$ cat src/rtl/kexpand_seq.sv
// rtl/kexpand_seq.sv - iterative AES-128/192/256 key-schedule engine, one word per clock,
// full schedule held internally and served as 128-bit round keys.
module kexpand_seq #(
  parameter int MAX_NK = 8,
  parameter int RD_REG = 1
) (
  input  logic         clk,
  input  logic         rst,
  input  logic         start,
  input  logic [1:0]   key_len,
  input  logic [255:0] key_in,
  output logic         busy,
  output logic         done,
  output logic         err,
  output logic         keys_valid,
  input  logic [3:0]   rd_round,
  output logic [127:0] rd_key,
  output logic         rd_valid
);

  localparam int NW_MAX = 4 * (MAX_NK + 7);
  localparam logic [3:0] MAX_NK_W = 4'(MAX_NK);
  localparam logic [0:0] S_IDLE = 1'b0;
  localparam logic [0:0] S_GEN  = 1'b1;

  // FIPS-197 S-box, entry 0x00 in the top byte
  localparam logic [2047:0] SBOX = {
    128'h637c777bf26b6fc53001672bfed7ab76, 128'hca82c97dfa5947f0add4a2af9ca472c0,
    128'hb7fd9326363ff7cc34a5e5f171d83115, 128'h04c723c31896059a071280e2eb27b275,
    128'h09832c1a1b6e5aa0523bd6b329e32f84, 128'h53d100ed20fcb15b6acbbe394a4c58cf,
    128'hd0efaafb434d338545f9027f503c9fa8, 128'h51a3408f929d38f5bcb6da2110fff3d2,
    128'hcd0c13ec5f974417c4a77e3d645d1973, 128'h60814fdc222a908846eeb814de5e0bdb,
    128'he0323a0a4906245cc2d3ac629195e479, 128'he7c8376d8dd54ea96c56f4ea657aae08,
    128'hba78252e1ca6b4c6e8dd741f4bbd8b8a, 128'h703eb5664803f60e613557b986c11d9e,
    128'he1f8981169d98e949b1e87e9ce5528df, 128'h8ca1890dbfe6426841992d0fb054bb16
  };

  function automatic logic [7:0] sbox(input logic [7:0] b);
    return SBOX[{~b, 3'b000} +: 8];
  endfunction

  function automatic logic [31:0] sub_word(input logic [31:0] w);
    return {sbox(w[31:24]), sbox(w[23:16]), sbox(w[15:8]), sbox(w[7:0])};
  endfunction

  logic [0:0]  state_q, state_d;
  logic [5:0]  i_q, i_d;
  logic [2:0]  mod_q, mod_d;
  logic [7:0]  rcon_q, rcon_d;
  logic [3:0]  nk_q, nk_d, nr_q, nr_d;
  logic        kv_q, kv_d, done_q, done_d, err_q, err_d;
  logic [31:0] mem_q [NW_MAX];

  logic [3:0]  nk_sel, nr_sel;
  logic        len_ok, accept;
  logic [31:0] w_prev, w_back, temp, w_new;

  always_comb begin
    nk_sel = 4'd4;
    nr_sel = 4'd10;
    len_ok = 1'b1;
    case (key_len)
      2'd0: ;
      2'd1: begin nk_sel = 4'd6; nr_sel = 4'd12; end
      2'd2: begin nk_sel = 4'd8; nr_sel = 4'd14; end
      default: len_ok = 1'b0;
    endcase
    if (nk_sel > MAX_NK_W) len_ok = 1'b0;
  end

  assign accept = (state_q == S_IDLE) && start && len_ok;

  always_comb begin
    w_prev = mem_q[i_q - 6'd1];
    w_back = mem_q[i_q - {2'b00, nk_q}];
    if (mod_q == 3'd0)
      temp = sub_word({w_prev[23:0], w_prev[31:24]}) ^ {rcon_q, 24'h0};
    else if (nk_q == 4'd8 && mod_q == 3'd4)
      temp = sub_word(w_prev);
    else
      temp = w_prev;
    w_new = w_back ^ temp;
  end

  always_comb begin
    state_d = state_q;
    i_d     = i_q;
    mod_d   = mod_q;
    rcon_d  = rcon_q;
    nk_d    = nk_q;
    nr_d    = nr_q;
    kv_d    = kv_q;
    done_d  = 1'b0;
    err_d   = 1'b0;
    case (state_q)
      S_IDLE: begin
        if (accept) begin
          nk_d    = nk_sel;
          nr_d    = nr_sel;
          kv_d    = 1'b0;
          i_d     = {2'b00, nk_sel};
          mod_d   = 3'd0;
          rcon_d  = 8'h01;
          state_d = S_GEN;
        end else if (start) begin
          err_d = 1'b1;
        end
      end
      default: begin
        i_d   = i_q + 6'd1;
        mod_d = ({1'b0, mod_q} == nk_q - 4'd1) ? 3'd0 : mod_q + 3'd1;
        if (mod_q == 3'd0)
          rcon_d = {rcon_q[6:0], 1'b0} ^ (rcon_q[7] ? 8'h1b : 8'h00);
        // Last word index is Nw-1 = 4*Nr+3
        if (i_q == {nr_q, 2'b11}) begin
          state_d = S_IDLE;
          done_d  = 1'b1;
          kv_d    = 1'b1;
        end
      end
    endcase
  end

  always_ff @(posedge clk or posedge rst) begin
    if (rst) begin
      state_q <= S_IDLE;
      i_q     <= '0;
      mod_q   <= '0;
      rcon_q  <= '0;
      nk_q    <= '0;
      nr_q    <= '0;
      kv_q    <= 1'b0;
      done_q  <= 1'b0;
      err_q   <= 1'b0;
    end else begin
      state_q <= state_d;
      i_q     <= i_d;
      mod_q   <= mod_d;
      rcon_q  <= rcon_d;
      nk_q    <= nk_d;
      nr_q    <= nr_d;
      kv_q    <= kv_d;
      done_q  <= done_d;
      err_q   <= err_d;
    end
  end

  // Schedule storage is deliberately left out of reset
  always_ff @(posedge clk) begin
    if (accept) begin
      for (int j = 0; j < MAX_NK; j++)
        if (4'(j) < nk_sel) mem_q[6'(j)] <= key_in[255 - 32*j -: 32];
    end else if (state_q == S_GEN) begin
      mem_q[i_q] <= w_new;
    end
  end

  logic         rd_hit;
  logic [5:0]   rd_base;
  logic [127:0] rd_word;

  always_comb begin
    rd_base = {rd_round, 2'b00};
    rd_hit  = kv_q && (rd_round <= nr_q);
    rd_word = '0;
    if (rd_hit)
      rd_word = {mem_q[rd_base], mem_q[rd_base + 6'd1],
                 mem_q[rd_base + 6'd2], mem_q[rd_base + 6'd3]};
  end

  generate
    if (RD_REG != 0) begin : g_rd_reg
      logic [127:0] rd_key_q;
      logic         rd_valid_q;
      always_ff @(posedge clk or posedge rst) begin
        if (rst) begin
          rd_key_q   <= '0;
          rd_valid_q <= 1'b0;
        end else begin
          rd_key_q   <= rd_word;
          rd_valid_q <= rd_hit;
        end
      end
      assign rd_key   = rd_key_q;
      assign rd_valid = rd_valid_q;
    end else begin : g_rd_comb
      assign rd_key   = rd_word;
      assign rd_valid = rd_hit;
    end
  endgenerate

  assign busy       = (state_q == S_GEN);
  assign done       = done_q;
  assign err        = err_q;
  assign keys_valid = kv_q;

endmodule

$ cat config.mk
export PLATFORM = sky130hd
export DESIGN_NAME = kexpand_seq
export DESIGN_NICKNAME = d
export VERILOG_FILES = /design/src/rtl/kexpand_seq.sv
export SDC_FILE = /design/constraint.sdc
export NUM_CORES = 2
export LEC_CHECK = 0
export ABC_AREA = 0
export BUFFER_PORTS_ARGS = -buffer_cell sky130_fd_sc_hd__buf_2
export CAP_MARGIN = 40
export CELL_PAD_IN_SITES_DETAIL_PLACEMENT = 1
export CELL_PAD_IN_SITES_GLOBAL_PLACEMENT = 1
export CORE_MARGIN = 3
export CORE_UTILIZATION = 38
export CTS_BUF_LIST = sky130_fd_sc_hd__clkbuf_16
export CTS_CLUSTER_SIZE = 40
export DETAILED_ROUTE_END_ITERATION = 12
export PLACE_DENSITY = 0.59
export SETUP_SLACK_MARGIN = 0.5
export SLEW_MARGIN = 20
export SYNTH_ARGS = -nofsm -noshare
export SYNTH_HDL_FRONTEND = slang
export SYNTH_SLANG_ARGS = --single-unit
$ cat constraint.sdc
create_clock -name clk -period 16.3 [get_ports clk]
set_clock_uncertainty 0.2 [all_clocks]
set_input_delay 2.445 -clock clk [delete_from_list [all_inputs] [get_ports clk]]
set_output_delay 2.445 -clock clk [all_outputs]
set_load 0.005 [all_outputs]
### Yosys cells after proc, flatten, opt, wreduce, memory -nomap -nowiden

Memories as Yosys holds them, arrays and structs flattened.
Index checks and enable logic that the tools add are counted.

* word-level logic and storage cells: 119
* bits in registers: 158
* output and inout port bits: 133
* memories kept: 1
* bits of input ports: 265
* RAM bits: 1920

Memories
* mem_q: depth 60, bits a word 32, read ports 6, clocked after Yosys merged registers in 0, write ports 8, RTL line 52 `logic [31:0] mem_q [NW_MAX];`

* muxes and demuxes: 57
* shift-type cells: 4
* reduce and logical (&&, ||, !) cells: 12
* add/subtract/negate cells: 8
* order comparisons: 10
* bitwise operators: 8
* equal/unequal tests: 8

Operator list (count)
* $shiftx 2048x12->8 const A: 4
* $mux 128: 1
* $mux 32: 3
* $xor 32x32->32: 2
* $mux 1: 41
* $not 8->8: 4
* $reduce_or 32->1: 1
* $mux 8: 3
* $mux 6: 3
* $lt 3x4->1 const A: 4
* $add 6x1->6 const B: 2
* $add 6x2->6 const B: 2
* $mux 3: 3
* $lt 1x4->1 const A: 2
* $lt 2x4->1 const A: 2
* $pmux 4 s2: 1
* $xor 8x5->8: 1
* $eq 6x6->1: 1
* $pmux 3 s2: 1
* $reduce_and 2->1: 3
* $sub 6x1->6 const B: 1
* $sub 6x4->6: 1
* $mux 5: 1
* $eq 3x4->1: 1
* other kinds (15): 19

### Logic depth before layout (Yosys ltp)

* depth after elaboration: 9
* gate-level depth with buffers: 31
* mapped depth without buffers: 20

### Least setup slack after synthesis

OpenSTA, ideal clock, no wires.

* kind: reg-to-reg
* start: register i_q[0]
* end: memory mem_q[10][18], data pin
* stages on the path, launching flop included: 30
* library setup time: 533 ps
* data required time: 15567 ps
* data arrival time: 7295 ps
* path slack: 8272 ps
* path buffers: 11
* period minus slack after synthesis: 8028 ps
* cells stage by stage: dfrtp_1 -> buf_6 -> buf_6 -> buf_6 -> buf_6 -> clkinv_1 -> ha_1 -> buf_4 -> buf_4 -> buf_2 -> buf_2 -> clkbuf_1 -> mux4_2 -> nand2_1 -> nand3_1 -> nand3_1 -> nand4_4 -> inv_1 -> buf_4 -> ha_1 -> clkbuf_1 -> inv_1 -> nor3_1 -> nor3_1 -> o21a_1 -> a2111oi_0 -> nor3_1 -> nand3_1 -> o221ai_1 -> xor2_1

RTL lines
* from (decl): RTL line 47 `logic [5:0] i_q, i_d;`
* from (signal assigned): RTL line 137 `i_q <= i_d;`
* to (decl): RTL line 52

==> impl_metrics.toml <==
[clock_network]
post-cts-setup-buffers = 0
hold_buffers = 0
root_buffer = "clkbuf_16"
cts.clk_slew.worst_paths_ps = 60
cts_tree = "built"
clock-sinks = 2204
cts_resized = 0
h-tree-depth = 5
clkLatencyLatePin_ps = 930
clockBufferDepth = 4
numCtsBuffers = 265

[synthesis]
syn_area_per_cell_um2 = 15.9
synth.area.top_cells = "edfxtp_1 46%, mux4_2 31%, dfrtp_1 2.9%, nand2_1 1.6%, o21ai_0 1.2%"
synth.distinct_cells = 121
synth_ff_type = "edfxtp_1"
ys_seq_area_share_pct = 49.2
synthTopCellsByCount = "2,048 x edfxtp_1, 1,841 x mux4_2, 569 x nand2_1"
synth_warnings = 0
synth_edf_count = 2048
yosys_register_bits = 2204
yosysTopAreaCell = "edfxtp_1"
synth.most_common_cell = "edfxtp_1"
syn-num-nets = 8692
synth_area_um2 = 133000
async_flop_share_pct = 7.08
synthCells = 8353
synth_top_area_share_pct = 46.2

[detailed_routing]
postRouteAntennaNets = 0
drt-initial-drc-count = 16900
avgRoutedWirePerCell_um = 48.3
firstDrtPassIters = 6
via_per_inst = 7.37
drc_errors = 0
vias = 99700
wl_mm = 654

[worst_setup_path]
crit_arrival_ps = 11450
path_class = "flop to flop"
cp.required_ps = 16690
cp_max_fo = 112
critical-path-top-delay-family = "buffers and inverters"
slowest_delay_ps = 900
path_common_cell = "buf_4"
cp_slowest_cell = "dfrtp_4"
cp-end-kind = "flop"
crit_buf_inv = 9
path_cells = "clkinv_1 -> buf_4 -> ha_4 -> buf_12 -> buf_12 -> mux4_2 -> nor2_1 -> o22ai_1 -> nand4_1 -> mux2_2 -> buf_4 -> inv_2 -> buf_4 -> o21ai_0 -> nor2_1 -> nor3_1 -> o41ai_1 -> o22ai_1 -> a22oi_1 -> nand2_1 -> xor2_1 -> inv_1 -> buf_4"
setup.worst_path.start_class = "flop"

[timing]
max_freq_mhz = 90.4
setup_tns_ps = 0
rsz0062_at_grt = "no"
fin_crit_sh_pct = 67.9
report.final.slew_viol_count = 0
hold_viol = 0
layout_min_cycle_time_ps = 11060
worst_pin_slew_ps = 1300
holdWs_ps = 288
slew_headroom_pct = 13.4
setup_viol = 0

[floorplanning]
fp.dieH_um = 598
ios = 398
start_util_pct = 38.3
fp.dieW_um = 598
core_um2 = 347000
dieArea_um2 = 357000
fp-row-count = 216

[placed_design]
portBuffers = 397
gp_congestion = 1.04
dp_hpwl_mm = 436

[grt]
globalRouteMet2Util_pct = 53.1
grt_use_total_pct = 36.0
grt_overflow_total = 0
grtUsageMet1_pct = 47.3
antenna_found_initial = 36
grt_busiest_layer = "met2"
grt_pass1_wl_mm = 886
met3_usage_pct = 11.3
grt_max_degree = 142
grt_pass1_vias = 98800

[layout]
drive_gt1_share_pct = 39.3
utilization_pct = 43.9
area_delta_synth_final_pct = 14.6
final_nets = 9057

[worst_hold_path]
hold_class = "flop to flop"

[job]
drv_cap = 0

[outcome]
status = "completed"
-- state kept, by name, summed over array words and instances (netlist names) --
| register | cells |
|---|---|
| err | 1 |
| rcon_q | 8 |
| keys_valid | 1 |
| nr_q | 3 |
| busy | 1 |
| mod_q | 3 |
| done | 1 |
| i_q | 6 |
| mem_q | 2048 |
| nk_q | 3 |
| rd_key | 128 |
| rd_valid | 1 |
-- cells in the final DEF (no fill, tap or decap), drive strengths merged, types with 127 or more instances in the layout --
| cell | instances |
|---|---|
| nand3 | 165 |
| edfxtp | 2048 |
| and3 | 142 |
| nand2 | 572 |
| buf | 904 |
| o21ai | 359 |
| nor2 | 373 |
| mux4 | 1863 |
| a21oi | 271 |
| nor3 | 127 |
| dfrtp | 156 |
| clkbuf | 278 |
-- final timing paths --
check / to / slack [ps] / start / depth (start not counted)
min in group asynchronous: rd_key[10] / 1380 / rst / 2
hold / removal: nk_q[2] / 290 / nk_q[2] / 1
setup / recovery: mem_q[20][1] / 5240 / i_q[0] / 23
max in group asynchronous: rd_key[23] / 13040 / rst / 3
hold reg to reg: nk_q[2] / 290 / nk_q[2] / 1
setup reg to reg: mem_q[20][1] / 5240 / i_q[0] / 23
-- final cells by class --
cell class / count / area (um2)
Fill cell: 33500 / 195000
Sequential cell: 2204 / 65400
Multi-Input combinational cell: 5265 / 64500
Timing Repair Buffer: 909 / 7600
Clock buffer: 273 / 6830
Tap cell: 4578 / 5730
Clock inverter: 201 / 1980
Inverter: 73 / 285
Antenna cell: 24 / 60.1
-- per-layer routing --
layer / vias to the layer above / routed length [um]
met5: - / 367
met4: 10 / 44100
met3: 1688 / 83700
met2: 8247 / 288000
met1: 53300 / 238000
li1: 36500 / -
-- logic make-up after synthesis --
group / share of synthesized area, %
AO/OA/AOI/OAI: 7.12
XOR/XNOR: 0.519
adder cells (fa/ha/maj): 0.702
buffers and inverters: 3.15
flip-flops: 49.2
multiplexers: 33.5
AND/OR/NAND/NOR: 5.84
-- per-stage QoR --
stage / instance area (um2) / cells / setup slack [ps]
2_1_floorplan: 133000 / 8353 / 8270
3_3_place_gp: 141000 / 12900 / 4890
3_5_place_dp: 143000 / 13000 / 5290
4_1_cts: 152000 / 13500 / 5240
5_1_grt: 152000 / 13500 / 4890
6_report: 152000 / 13500 / 5240
Power is not shown: default switching activity piles up to over one toggle a cycle in this logic, so the estimate is an artifact.
